### config.mk
export PLATFORM = sky130hd
export DESIGN_NAME = pe_row_seq_ctrl_flat
export DESIGN_NICKNAME = d
export VERILOG_FILES = /design/src/rtl/pe_row_seq_ctrl_if.sv /design/src/rtl/pe_row_seq_ctrl.sv /design/src/flat_wrapper.sv
export SDC_FILE = /design/constraint.sdc
export NUM_CORES = 1
export LEC_CHECK = 0
export ABC_AREA = 0
export ABC_CLOCK_PERIOD_IN_PS = 4510
export CORE_UTILIZATION = 50
export CTS_BUF_LIST = sky130_fd_sc_hd__clkbuf_16
export DETAILED_ROUTE_END_ITERATION = 10
export DONT_BUFFER_PORTS = 1
export PLACE_DENSITY = 0.75
export SYNTH_ARGS = -nofsm -noshare
export SYNTH_HDL_FRONTEND = slang
export SYNTH_SLANG_ARGS = --single-unit
### constraint.sdc
create_clock -name clk -period 4.51 [get_ports clk]
set_input_delay 1.1275 -clock clk [delete_from_list [all_inputs] [get_ports clk]]
set_output_delay 1.1275 -clock clk [all_outputs]
set_load 0.005 [all_outputs]
### src/rtl/pe_row_seq_ctrl_if.sv
// Control bundle between a PE-row sequencer and its tile source / result sink.
// The sequencer sits on the slave side; the driving environment on the master side.
interface pe_row_seq_ctrl_if #(
  parameter int CNT_W = 10
);
  logic             start;
  logic [CNT_W-1:0] k_len;
  logic             feed_valid;
  logic             feed_ready;
  logic             zero_pad;
  logic             en_in;
  logic             en_psum;
  logic             clear_psum;
  logic             en_out;
  logic             output_eject_ctrl;
  logic             out_valid;
  logic             out_ready;
  logic             busy;
  logic             done;

  modport master (
    output start, k_len, feed_valid, out_ready,
    input  feed_ready, zero_pad, en_in, en_psum, clear_psum, en_out,
           output_eject_ctrl, out_valid, busy, done
  );

  modport slave (
    input  start, k_len, feed_valid, out_ready,
    output feed_ready, zero_pad, en_in, en_psum, clear_psum, en_out,
           output_eject_ctrl, out_valid, busy, done
  );
endinterface

### src/rtl/pe_row_seq_ctrl.sv
// Tile sequencer for one row of output-stationary PEs sharing broadcast control:
// clear psums, stream k_len beats, flush the skew, settle, load and eject results.
module pe_row_seq_ctrl #(
  parameter int N_PE  = 16,
  parameter int CNT_W = 10
) (
  input  logic                 clk,
  input  logic                 rst,
  pe_row_seq_ctrl_if.slave     bus
);

  localparam int CW = $clog2(N_PE + 1);
  localparam logic [CW-1:0] NPE_C = CW'(N_PE);

  typedef enum logic [2:0] {
    S_IDLE,
    S_CLEAR,
    S_COMPUTE,
    S_FLUSH,
    S_SETTLE,
    S_LOAD,
    S_SHIFT,
    S_DONE
  } state_e;

  // Per-state output flags, registered alongside the state.
  typedef struct packed {
    logic feed_ready;
    logic flush;
    logic clear;
    logic load;
    logic shift;
    logic busy;
    logic done;
  } flags_t;

  state_e           state_q, state_d;
  flags_t           flg_q, flg_d;
  logic [CNT_W-1:0] klen_q, klen_d;
  logic [CNT_W-1:0] beat_q, beat_d;
  logic [CW-1:0]    flush_q, flush_d;
  logic [CW-1:0]    out_q, out_d;
  logic             en_psum_q, en_psum_d;
  logic             en_in;
  logic             accept;

  function automatic flags_t decode(input state_e s);
    flags_t f;
    f      = '0;
    f.busy = (s != S_IDLE);
    case (s)
      S_CLEAR:   f.clear      = 1'b1;
      S_COMPUTE: f.feed_ready = 1'b1;
      S_FLUSH:   f.flush      = 1'b1;
      S_LOAD:    f.load       = 1'b1;
      S_SHIFT:   f.shift      = 1'b1;
      S_DONE:    f.done       = 1'b1;
      default:   ;
    endcase
    return f;
  endfunction

  assign accept = flg_q.feed_ready & bus.feed_valid;
  assign en_in  = accept | flg_q.flush;

  always_comb begin
    state_d = state_q;
    klen_d  = klen_q;
    beat_d  = beat_q;
    flush_d = flush_q;
    out_d   = out_q;
    case (state_q)
      S_IDLE: begin
        if (bus.start) begin
          if (bus.k_len != '0) begin
            klen_d  = bus.k_len;
            beat_d  = '0;
            flush_d = '0;
            out_d   = '0;
            state_d = S_CLEAR;
          end else begin
            state_d = S_DONE;
          end
        end
      end
      S_CLEAR:   state_d = S_COMPUTE;
      S_COMPUTE: begin
        if (accept) begin
          beat_d = beat_q + 1'b1;
          if (beat_d == klen_q) state_d = S_FLUSH;
        end
      end
      S_FLUSH: begin
        flush_d = flush_q + 1'b1;
        if (flush_d == NPE_C) state_d = S_SETTLE;
      end
      S_SETTLE:  state_d = S_LOAD;
      S_LOAD:    state_d = S_SHIFT;
      S_SHIFT: begin
        if (bus.out_ready) begin
          out_d = out_q + 1'b1;
          if (out_d == NPE_C) state_d = S_DONE;
        end
      end
      S_DONE:    state_d = S_IDLE;
      default:   state_d = S_IDLE;
    endcase
    flg_d = decode(state_d);
    // Psum update trails operand load by one cycle; suppressed right after a
    // clear and in every state where the PE arrays are not accumulating.
    en_psum_d = en_in & (state_q != S_CLEAR) &
                ((state_d == S_COMPUTE) | (state_d == S_FLUSH) | (state_d == S_SETTLE));
  end

  always_ff @(posedge clk) begin
    if (rst) begin
      state_q   <= S_IDLE;
      flg_q     <= '0;
      klen_q    <= '0;
      beat_q    <= '0;
      flush_q   <= '0;
      out_q     <= '0;
      en_psum_q <= 1'b0;
    end else begin
      state_q   <= state_d;
      flg_q     <= flg_d;
      klen_q    <= klen_d;
      beat_q    <= beat_d;
      flush_q   <= flush_d;
      out_q     <= out_d;
      en_psum_q <= en_psum_d;
    end
  end

  assign bus.feed_ready        = flg_q.feed_ready;
  assign bus.zero_pad          = flg_q.flush;
  assign bus.en_in             = en_in;
  assign bus.en_psum           = en_psum_q;
  assign bus.clear_psum        = flg_q.clear;
  assign bus.en_out            = flg_q.load | (flg_q.shift & bus.out_ready);
  assign bus.output_eject_ctrl = flg_q.shift;
  assign bus.out_valid         = flg_q.shift;
  assign bus.busy              = flg_q.busy;
  assign bus.done              = flg_q.done;

endmodule

### src/flat_wrapper.sv
// flat-port wrapper written by rule: the top's interface ports become plain ports
module pe_row_seq_ctrl_flat 
#(
  parameter int N_PE  = 16,
  parameter int CNT_W = 10
)
  (clk, rst, bus_start, bus_k_len, bus_feed_valid, bus_out_ready, bus_feed_ready, bus_zero_pad, bus_en_in, bus_en_psum, bus_clear_psum, bus_en_out, bus_output_eject_ctrl, bus_out_valid, bus_busy, bus_done);
  pe_row_seq_ctrl_if #(.CNT_W(CNT_W)) bus_i ();
  input  logic clk;
  input  logic rst;
  input wire logic [$bits(bus_i.start)-1:0] bus_start;
  input wire logic [$bits(bus_i.k_len)-1:0] bus_k_len;
  input wire logic [$bits(bus_i.feed_valid)-1:0] bus_feed_valid;
  input wire logic [$bits(bus_i.out_ready)-1:0] bus_out_ready;
  output wire logic [$bits(bus_i.feed_ready)-1:0] bus_feed_ready;
  output wire logic [$bits(bus_i.zero_pad)-1:0] bus_zero_pad;
  output wire logic [$bits(bus_i.en_in)-1:0] bus_en_in;
  output wire logic [$bits(bus_i.en_psum)-1:0] bus_en_psum;
  output wire logic [$bits(bus_i.clear_psum)-1:0] bus_clear_psum;
  output wire logic [$bits(bus_i.en_out)-1:0] bus_en_out;
  output wire logic [$bits(bus_i.output_eject_ctrl)-1:0] bus_output_eject_ctrl;
  output wire logic [$bits(bus_i.out_valid)-1:0] bus_out_valid;
  output wire logic [$bits(bus_i.busy)-1:0] bus_busy;
  output wire logic [$bits(bus_i.done)-1:0] bus_done;
  assign bus_i.start = bus_start;
  assign bus_i.k_len = bus_k_len;
  assign bus_i.feed_valid = bus_feed_valid;
  assign bus_i.out_ready = bus_out_ready;
  assign bus_feed_ready = bus_i.feed_ready;
  assign bus_zero_pad = bus_i.zero_pad;
  assign bus_en_in = bus_i.en_in;
  assign bus_en_psum = bus_i.en_psum;
  assign bus_clear_psum = bus_i.clear_psum;
  assign bus_en_out = bus_i.en_out;
  assign bus_output_eject_ctrl = bus_i.output_eject_ctrl;
  assign bus_out_valid = bus_i.out_valid;
  assign bus_busy = bus_i.busy;
  assign bus_done = bus_i.done;
  pe_row_seq_ctrl #(.N_PE(N_PE), .CNT_W(CNT_W)) u_core (.clk(clk), .rst(rst), .bus(bus_i));
endmodule
Word-level counts from Yosys, hierarchy flattened --
Index checks and enable logic that the tools add are counted.
Word-level totals: flip-flop bits (word level) 41, latch bits 0, RAM bits 0, ROM bits 0, input bits 15, output and inout bits 10, logic and storage cells 79, memories 0
Cells by class: $add $sub $neg 3, $mul 0, divide/modulo/power cells 0, $lt $le $gt $ge 0, equal/unequal tests 22, shift-type cells 0, muxes and demuxes 23, bitwise gates (word level) 8, reduce and logical (&&, ||, !) cells 10
Operator list (count):
- 10-bit two-way mux | 3
- 3-bit == test, second input constant | 8
- 3-bit one-hot mux with 8 select lines | 1
- 3-bit two-way mux | 7
- 10-bit one-hot mux with 2 select lines | 1
- 5-bit one-hot mux with 2 select lines | 2
- 5-bit two-way mux | 3
- 3-bit by 2-bit == test with 1-bit output, second input constant | 4
- 10-bit by 1-bit adder with 10-bit output, second input constant | 1
- 5-bit by 1-bit adder with 5-bit output, second input constant | 2
- 10-bit == test | 1
- 5-bit == test, second input constant | 2
- 10-bit nonzero test | 1
- 4-bit AND reduction | 2
- 3-bit by 1-bit == test with 1-bit output, second input constant | 2
- 1-bit two-way mux | 6
- 3-bit AND reduction | 2
- 2-bit nonzero test | 3
- 1-bit AND | 4
- 2-bit by 1-bit != test with 1-bit output, second input constant | 2
- 2-bit != test, second input constant | 2
- 1-bit bitwise OR | 4
- 3-bit logical NOT | 1
- 3-bit by 1-bit != test with 1-bit output, second input constant | 1
- 3-bit nonzero test | 1

Logic depth before layout (Yosys ltp) --
Gate-level depths: netlist of run 1.
depth after elaboration 9, gate-level depth with buffers 8

Worst setup path after synthesis of run 1 --
No wires, ideal clock.
path type input-to-output, from input bus_feed_valid, to output bus_en_in, data arrival time 1286 ps, required time 3383 ps, setup slack 2097 ps, stages on the path 2, path buffers 0, cell sequence nand2_1 -> nand2b_1
On the way: word-level cells in the longest chain between the ends 2
Ends and longest elaborated chain:
- start, declared | line flat_wrapper.sv:13 | input wire logic [$bits(bus_i.feed_valid)-1:0] bus_feed_valid;
- 1-bit AND | line pe_row_seq_ctrl.sv:63 | assign accept = flg_q.feed_ready & bus.feed_valid;
- 1-bit bitwise OR | line pe_row_seq_ctrl.sv:64 | assign en_in = accept | flg_q.flush;
- end, declared | line flat_wrapper.sv:17 | output wire logic [$bits(bus_i.en_in)-1:0] bus_en_in;
No other way between the ends.

Worst setup path in the final report of run 1 --
from input bus_feed_valid, to register u_core.flg_q, in the netlist u_core.bus.feed_ready
On the way: word-level cells in the longest chain between the ends 5
Ends and longest elaborated chain:
- 1-bit AND | line pe_row_seq_ctrl.sv:63
- 3-bit two-way mux | line pe_row_seq_ctrl.sv:88 | if (accept) begin
- 3-bit one-hot mux with 8 select lines | line pe_row_seq_ctrl.sv:72 | case (state_q)
- 3-bit by 2-bit == test with 1-bit output | line pe_row_seq_ctrl.sv:51 | case (s)
- 1-bit two-way mux | line pe_row_seq_ctrl.sv:51
- end signal, assigned | line pe_row_seq_ctrl.sv:126 | flg_q <= flg_d;
- end, declared | line pe_row_seq_ctrl.sv:38 | flags_t flg_q, flg_d;
No other way between the ends. A chain may end at the register's enable or synchronous reset.

==> results of run 1 <==
==> metal layers <==
layer | track usage | share of wire | wire length, microns
met5 | 0 | 0 | 0
met2 | 0.3248 | 0.44 | 1967
met4 | 0.09694 | 0.017 | 74
met3 | 0.04770 | 0.038 | 168
met1 | 0.2860 | 0.51 | 2265
==> path summary, 6_finish.rpt <==
path                            depth (start not counted)                     to  slack, ns         startpoint
worst max register to register                          6  u_core.bus.feed_ready       2.16  u_core.state_q[1]
worst min register to register                          1      u_core.flush_q[4]       0.49  u_core.flush_q[4]
worst min-delay path                                    1      u_core.flush_q[4]       0.49  u_core.flush_q[4]
worst max-delay path                                    6  u_core.bus.feed_ready       1.90     bus_feed_valid
==> final cells by class <==
type	instances	area, sq um	share of cell area
clock inverters	3	12.51	0.005348
well taps	50	62.56	0.02674
flip-flops and latches	41	820.8	0.3508
multi-input cells	203	1308	0.5588
inverters	3	11.26	0.004813
clock buffers	5	125.1	0.05348
==> cell families (layout without fill, tap and decap cells) <==
group	after synthesis	count (layout)	share of synthesized area
fa+ha+maj	3	3	0.01687
flops	41	41	0.3690
xor+xnor	15	15	0.05906
mux	9	9	0.04050
buf+inv	18	11	0.04331
compound gates	55	55	0.1789
simple gates	121	121	0.2925
==> flip-flops by register name (all words and copies together), names as in the netlist <==
signal                 cells
u_core.bus.done            1
u_core.flush_q             5
u_core.bus.out_valid       1
u_core.state_q             3
u_core.flg_q               1
u_core.bus.en_psum         1
u_core.bus.feed_ready      1
u_core.out_q               5
u_core.klen_q             10
u_core.beat_q             10
u_core.bus.zero_pad        1
u_core.bus.clear_psum      1
u_core.bus.busy            1
==> cell usage in the layout (no fill, tap or decap), drive strengths merged, types with 2 or more instances in the layout <==
cell,synthesis,final
o21ai,12,12
clkbuf,5,5
or3,2,2
nand3b,4,4
nand2,17,17
nor2b,3,3
and3b,3,3
nor4,5,5
nand2b,3,3
nor3,8,8
inv,3,3
dfxtp,41,41
and2,2,2
a21oi,16,16
a21o,5,5
nand3,8,8
xnor2,12,12
a211oi,2,2
clkinv,0,3
mux2i,9,9
nor2,50,50
nand4,3,3
ha,3,3
xor2,3,3
and3,3,3
a311oi,6,6
nor3b,4,4
a31oi,7,7
==> power groups by stage <==
stage | Combinational, mW | Clock, mW | Sequential [mW]
floorplan | 0.0825 | 0 | 0.390
global placement | 0.0832 | 0 | 0.397
detailed placement | 0.0847 | 0 | 0.398
CTS | 0.0852 | 0.344 | 0.390
global route | 0.0933 | 0.355 | 0.392
finish | 0.0845 | 0.334 | 0.390
==> critical path: cells and delay by family <==
kind	cells	cell delay (ns)
AND/OR/NAND/NOR	5	1.47
AO/OA/AOI/OAI	1	0.18
==> impl_metrics.ini, run 1 <==
[outcome]
status = finished, final reports clean

[global_route]
gr-total-overflow = 0
grt_max_degree = 38
antenna_found_initial = 0
grt_pass1_wl_microns = 7327
grt_pass1_vias = 1625
track_usage = 0.2134

[synth]
synth-main-ff-cell = dfxtp_1
ys_seq_area_frac = 0.3690
ys_seq_elements = 41
yosysTopAreaCellShare = 0.3690
syn_area_sq_mm = 0.002225
syn-num-nets = 280
yosysTopAreaCell = dfxtp_1
ys_types = 53
postSynthCellCount = 262
avgSynthCellArea_sq_um = 8.491
synthArstFlopShare = 0
synth_edf_count = 0
synthTopCellsByCount = 48 x nor2_1, 41 x dfxtp_1, 17 x nand2_1
yosysMostFrequentCell = nor2_1
yosys_warnings = 0
synthTopCellsByArea = dfxtp_1 37%, nor2_1 8.1%, xnor2_1 4.7%, mux2i_1 4.0%, a21oi_1 3.4%

[floorplanning]
initial_core_util = 0.5368
ios = 25
core_region_area_sq_mm = 0.004144
die_x_microns = 68.70
die-area_sq_mm = 0.004720
die_h_microns = 68.70
rows = 23

[power]
power_frac_clock = 0.413
p_per_area_mw_per_mm2 = 345.4
p_seq_frac = 0.482
p_int_uw = 612.7
finalPower_uw = 808.1
switching_share = 0.2417
irDropWorstVdd_uv = 261.7
p_sw_uw = 195.3
p_comb_frac = 0.105
leakage_nw = 0.8126

[place]
place_congestion = 0.8614
dp_hpwl_microns = 3224
place_area_sq_mm = 0.002202
dp.cells = 297
port_buffers = 0
dp_slack_ns = 1.640

[route]
vias_per_cell = 5.774
finalWirelength_microns = 4475
drt_pass1_iterations = 4
via_count = 1761
antenna_left = 0
drt_iter0_markers = 96
wl_per_cell_microns = 14.67
drc = 0

[sta]
finalCritPeriodShare = 0.5778
fin_worst_skew_ns = 0.001949
setup_slack_ns = 1.904
hold_viol = 0
post-route-min-period_ns = 2.606
setup_tns_ns = 0
fmax_ghz = 0.3837
final-max-slew-violation-count = 0
setup_viol_count_final = 0
holdWs_ns = 0.4923
max_slew_margin = 0.4934
rsz0062_at_grt = no
worst-slew-pin-transition_ns = 0.7558

[cts]
postCtsHoldBufs = 0
path_clk_slew_ns = 0.06
cts_resized = 0
cts_setup_buffers = 0
cts_made_buffers = 5
cts_tree = done
cts.sinks = 41
cts_buffer_depth = 2
ctsHtreeMaxLevel = 2
clkLatencyLatePin_ns = 0.28
cts_root_buf = clkbuf_16

[setup_path]
slowest_delay_ns = 0.63
worstSetupPathType = input port to register
crit_required_ns = 4.68
crit_path_cell_trace = nand2_1 -> nor3_2 -> nand4_1 -> nor3_1 -> a31oi_4 -> and3_1
crit_fanout = 12
cpMaxStageDelayCell = nor3_2
crit_path_end_kind = register
cp.arrival_ns = 2.78
cp-start-kind = input port

[final_layout]
syn_to_final_growth_pct = 5.174
n_fill_cell = 400
drive_gt1_frac = 0.09020
final_cells = 305
fin_util = 0.5646
antennaDiodeCount = 0
fin_area_sq_mm = 0.002340
nNetsFinal = 272

[min_path]
hp-class = register to register

[flow_run]
maxCapViolations = 0
Power figures use the tool's default switching activity.
==> run 2: changes to the inputs <==
ABC_CLOCK_PERIOD_IN_PS = 2400   (was 4510)
clock period = 2.4 ns   (was 4.51 ns; I/O delays follow)
==> impl_metrics.ini, run 2 (same netlist as run 1, synthesis figures left out) <==
[cts]
cts_buffer_depth = 2
cts_made_buffers = 5
path_clk_slew_ns = 0.06
cts_resized = 0
ctsHtreeMaxLevel = 2
cts_root_buf = clkbuf_16
clkLatencyLatePin_ns = 0.28
cts_setup_buffers = 0
cts_tree = done
postCtsHoldBufs = 0
cts.sinks = 41

[floorplanning]
die-area_sq_mm = 0.004720
die_h_microns = 68.70
ios = 25
core_region_area_sq_mm = 0.004144
rows = 23
die_x_microns = 68.70
initial_core_util = 0.5368

[global_route]
antenna_found_initial = 0
grt_util_met2 = 0.3272
track_usage = 0.2156
grt_pass1_vias = 1581
grt_max_degree = 38
met3_usage = 0.04605
grtUsageMet1 = 0.3026
gr-total-overflow = 0
grt_pass1_wl_microns = 7438
busiest_layer = met2

[place]
port_buffers = 0
dp.cells = 301
place_congestion = 0.8232
dp_hpwl_microns = 3214
dp_slack_ns = 0.3046
place_area_sq_mm = 0.002232

[sta]
worst-slew-pin-transition_ns = 0.6762
hold_viol = 0
finalCritPeriodShare = 0.8812
max_slew_margin = 0.5457
setup_slack_ns = 0.2850
setup_tns_ns = 0
rsz0062_at_grt = no
final-max-slew-violation-count = 0
setup_viol_count_final = 0
post-route-min-period_ns = 2.115
fin_worst_skew_ns = 0.004607
fmax_ghz = 0.4728
holdWs_ns = 0.3898

[setup_path]
crit_fanout = 8
r2r_cells = 6
rr_startpoint = u_core.beat_q[0]
r2r_slack_ns = 0.29
reg2reg_to = u_core.bus.feed_ready
cp-start-kind = register
crit_path_end_kind = register
crit_required_ns = 2.57
cp.arrival_ns = 2.29
worstSetupPathType = register to register

[final_layout]
final_cells = 309
fin_util = 0.5779
reg_top3 = u_core.beat_q: 10 flops, u_core.klen_q: 10 flops
nNetsFinal = 276
antennaDiodeCount = 0
fin_area_sq_mm = 0.002395
drive_gt1_frac = 0.1042
n_fill_cell = 397
final_cell_mix = 48 x nor2_1, 41 x dfxtp_1, 17 x nand2_1, 15 x a21oi_1, 12 x xnor2_1
final_common_cell = nor2_1
syn_to_final_growth_pct = 7.649

[route]
wl_per_cell_microns = 14.96
vias_per_cell = 5.832
drt_pass1_iterations = 4
drc = 0
finalWirelength_microns = 4624
via_count = 1802
antenna_left = 0
drt_iter0_markers = 134

[min_path]
hold_start = rst
hp-class = input port to register
min_to = u_core.flush_q[1]
holdPathStages = 1

[power]
p_per_area_mw_per_mm2 = 680.9
leakage_nw = 0.8467
finalPower_mw = 1.631
irDropWorstVdd_uv = 457.9

[flow_run]
maxCapViolations = 0

[outcome]
status = finished, final reports clean
run 2: worst max-delay path by stage:
stage / from / cells past startpoint / endpoint / slack, ns
after global placement: bus_k_len[0] / 6 / u_core.bus.out_valid / 0.33
after floorplan: bus_start / 6 / u_core.beat_q[3] / 0.52
final: u_core.beat_q[0] / 6 / u_core.bus.feed_ready / 0.29
after global routing: u_core.beat_q[0] / 6 / u_core.bus.feed_ready / 0.18
after CTS: u_core.beat_q[0] / 6 / u_core.bus.feed_ready / 0.32
after detailed placement: bus_k_len[0] / 6 / u_core.bus.zero_pad / 0.30
run 2: cell type report:
class | instances | area (sq um) | area share
Tap cell | 50 | 62.56 | 0.02612
Clock buffer | 5 | 125.1 | 0.05225
Inverter | 3 | 11.26 | 0.004702
Clock inverter | 3 | 37.54 | 0.01567
Sequential cell | 41 | 820.8 | 0.3427
Multi-Input combinational cell | 203 | 1308 | 0.5460
Timing Repair Buffer | 4 | 30.03 | 0.01254
run 2: metal layers:
metal	part of all wire	vias to the layer above
met1	0.51	838
met3	0.038	5
met2	0.44	31
met5	0	-
li1	-	928
met4	0.010	0
run 2: power breakdown:
part / total, mW / leakage (nW) / switching, mW / internal [mW]
Clock: 0.735 / 0.0826 / 0.253 / 0.483
Sequential: 0.733 / 0.333 / 0.0280 / 0.705
Combinational: 0.163 / 0.431 / 0.0890 / 0.0736
Total: 1.63 / 0.847 / 0.370 / 1.26
run 2: critical path, cell delays in order, from the launching register on:
cell and delay (ns):
dfxtp_1 0.51, ha_1 0.39, nand4_1 0.22, xnor2_1 0.19
nor3_1 0.30, a31oi_4 0.19, and3_1 0.21
==> run 3: changes to the inputs <==
CAP_MARGIN = 20   (was not set)
PLACE_DENSITY = 0.73   (was 0.75)
REMOVE_ABC_BUFFERS = 1   (was not set)
==> impl_metrics.ini, run 3 (same netlist as run 1, synthesis figures left out) <==
[route]
via_count = 1823
vias_per_cell = 5.919
drt_pass1_iterations = 4
antenna_left = 0
drt_iter0_markers = 162
finalWirelength_microns = 4684
wl_per_cell_microns = 15.21
drc = 0

[setup_path]
crit_path_cell_trace = ha_1 -> nand4_1 -> xnor2_1 -> nor3_1 -> a31oi_4 -> and3_1
crit_fanout = 12
cpMaxStageDelayCell = dfxtp_1
worstSetupPathType = register to register
cp.arrival_ns = 2.25
r2r_slack_ns = 0.33
crit_family = simple AND/OR/NAND/NOR gates
slowest_delay_ns = 0.46
reg2reg_to = u_core.bus.feed_ready
cp-start-kind = register
r2r_cells = 6
cp-startpoint = u_core.beat_q[0]
crit_required_ns = 2.58
cp.buffers_inverters = 0
crit_path_end_kind = register
rr_startpoint = u_core.beat_q[0]

[place]
dp.cells = 300
dp_slack_ns = 0.3609
place_congestion = 0.8175
dp_hpwl_microns = 3256
place_area_sq_mm = 0.002225
port_buffers = 0

[sta]
setup_slack_ns = 0.3257
setup_tns_ns = 0
fin_worst_skew_ns = 0.005956
worst-slew-pin-transition_ns = 0.6583
rsz0062_at_grt = no
finalCritPeriodShare = 0.8643
max_slew_margin = 0.5577
setup_viol_count_final = 0
fmax_ghz = 0.4821
final-max-slew-violation-count = 0
hold_viol = 0
post-route-min-period_ns = 2.074

[global_route]
gr-total-overflow = 0
grt_util_met2 = 0.3407
busiest_layer = met2
grt_pass1_vias = 1632
grt_max_degree = 38
met3_usage = 0.06414
antenna_found_initial = 0
track_usage = 0.2255
grt_pass1_wl_microns = 7679
grtUsageMet1 = 0.3065

[cts]
cts.sinks = 41
cts_root_buf = clkbuf_16
clkLatencyLatePin_ns = 0.29
cts_made_buffers = 5
cts_buffer_depth = 2
cts_tree = done
postCtsHoldBufs = 0
ctsHtreeMaxLevel = 2
cts_setup_buffers = 0
cts_resized = 0
path_clk_slew_ns = 0.06

[final_layout]
antennaDiodeCount = 0
final_cell_mix = 48 x nor2_1, 41 x dfxtp_1, 17 x nand2_1, 15 x a21oi_1, 12 x xnor2_1
drive_gt1_frac = 0.1085
nNetsFinal = 275
final_cells = 308
final_common_cell = nor2_1
syn_to_final_growth_pct = 6.412
reg_top3 = u_core.beat_q: 10 flops, u_core.klen_q: 10 flops
fin_area_sq_mm = 0.002367

[floorplanning]
initial_core_util = 0.5368
rows = 23
die-area_sq_mm = 0.004720
die_x_microns = 68.70
die_h_microns = 68.70
ios = 25
core_region_area_sq_mm = 0.004144

[flow_run]
maxCapViolations = 0

[power]
finalPower_mw = 1.558
p_per_area_mw_per_mm2 = 657.9
leakage_nw = 0.8290
irDropWorstVdd_uv = 467.1

[min_path]
min_to = u_core.klen_q[4]
holdPathStages = 1
hp-class = input port to register
hold_start = rst

[outcome]
status = finished, final reports clean
run 3: cell types whose count changed in the layout (fill, tap and decap cells not counted), sizes merged:
cell / previous run / this run
buf: 4 / 3
bufinv: 1 / 0
clkinv: 1 / 2
clkinvlp: 0 / 1
inv: 4 / 3
run 3: through the flow:
step                      hold WS [ns]    util
after floorplan                 0.4466       -
after global placement          0.4695  0.5368
after detailed placement        0.4841  0.5368
after CTS                       0.3708  0.5713
after global routing            0.3641  0.5713
final                           0.3802  0.5713
run 3: report_power, final:
group | total [mW] | internal (mW) | switching, mW
Clock | 0.661 | 0.381 | 0.279
Sequential | 0.733 | 0.705 | 0.0287
Combinational | 0.164 | 0.0756 | 0.0881
run 3: worst max-delay path by stage:
stage                            end  slack, ns  depth (start not counted)
2_1_floorplan       u_core.beat_q[3]       0.28                          6
3_3_place_gp     u_core.bus.zero_pad       0.42                          6
3_5_place_dp   u_core.bus.feed_ready       0.36                          6
4_1_cts        u_core.bus.feed_ready       0.35                          6
5_1_grt        u_core.bus.feed_ready       0.14                          6
6_report       u_core.bus.feed_ready       0.33                          6
run 3: per-layer routing:
metal	part of all wire	vias up	wire length, microns
met4	0.013	0	63
met2	0.45	44	2097
met3	0.049	5	228
li1	-	926	-
met1	0.49	848	2294
met5	0	-	0
run 3: area by class of cell:
class | instances | area, sq um
multi-input combinational | 203 | 1308
timing repair buffer | 3 | 22.52
sequential | 41 | 820.8
clock inverter | 3 | 17.52
clock buffer | 5 | 125.1
inverter | 3 | 11.26
tap | 50 | 62.56
fill | 389 | 1777
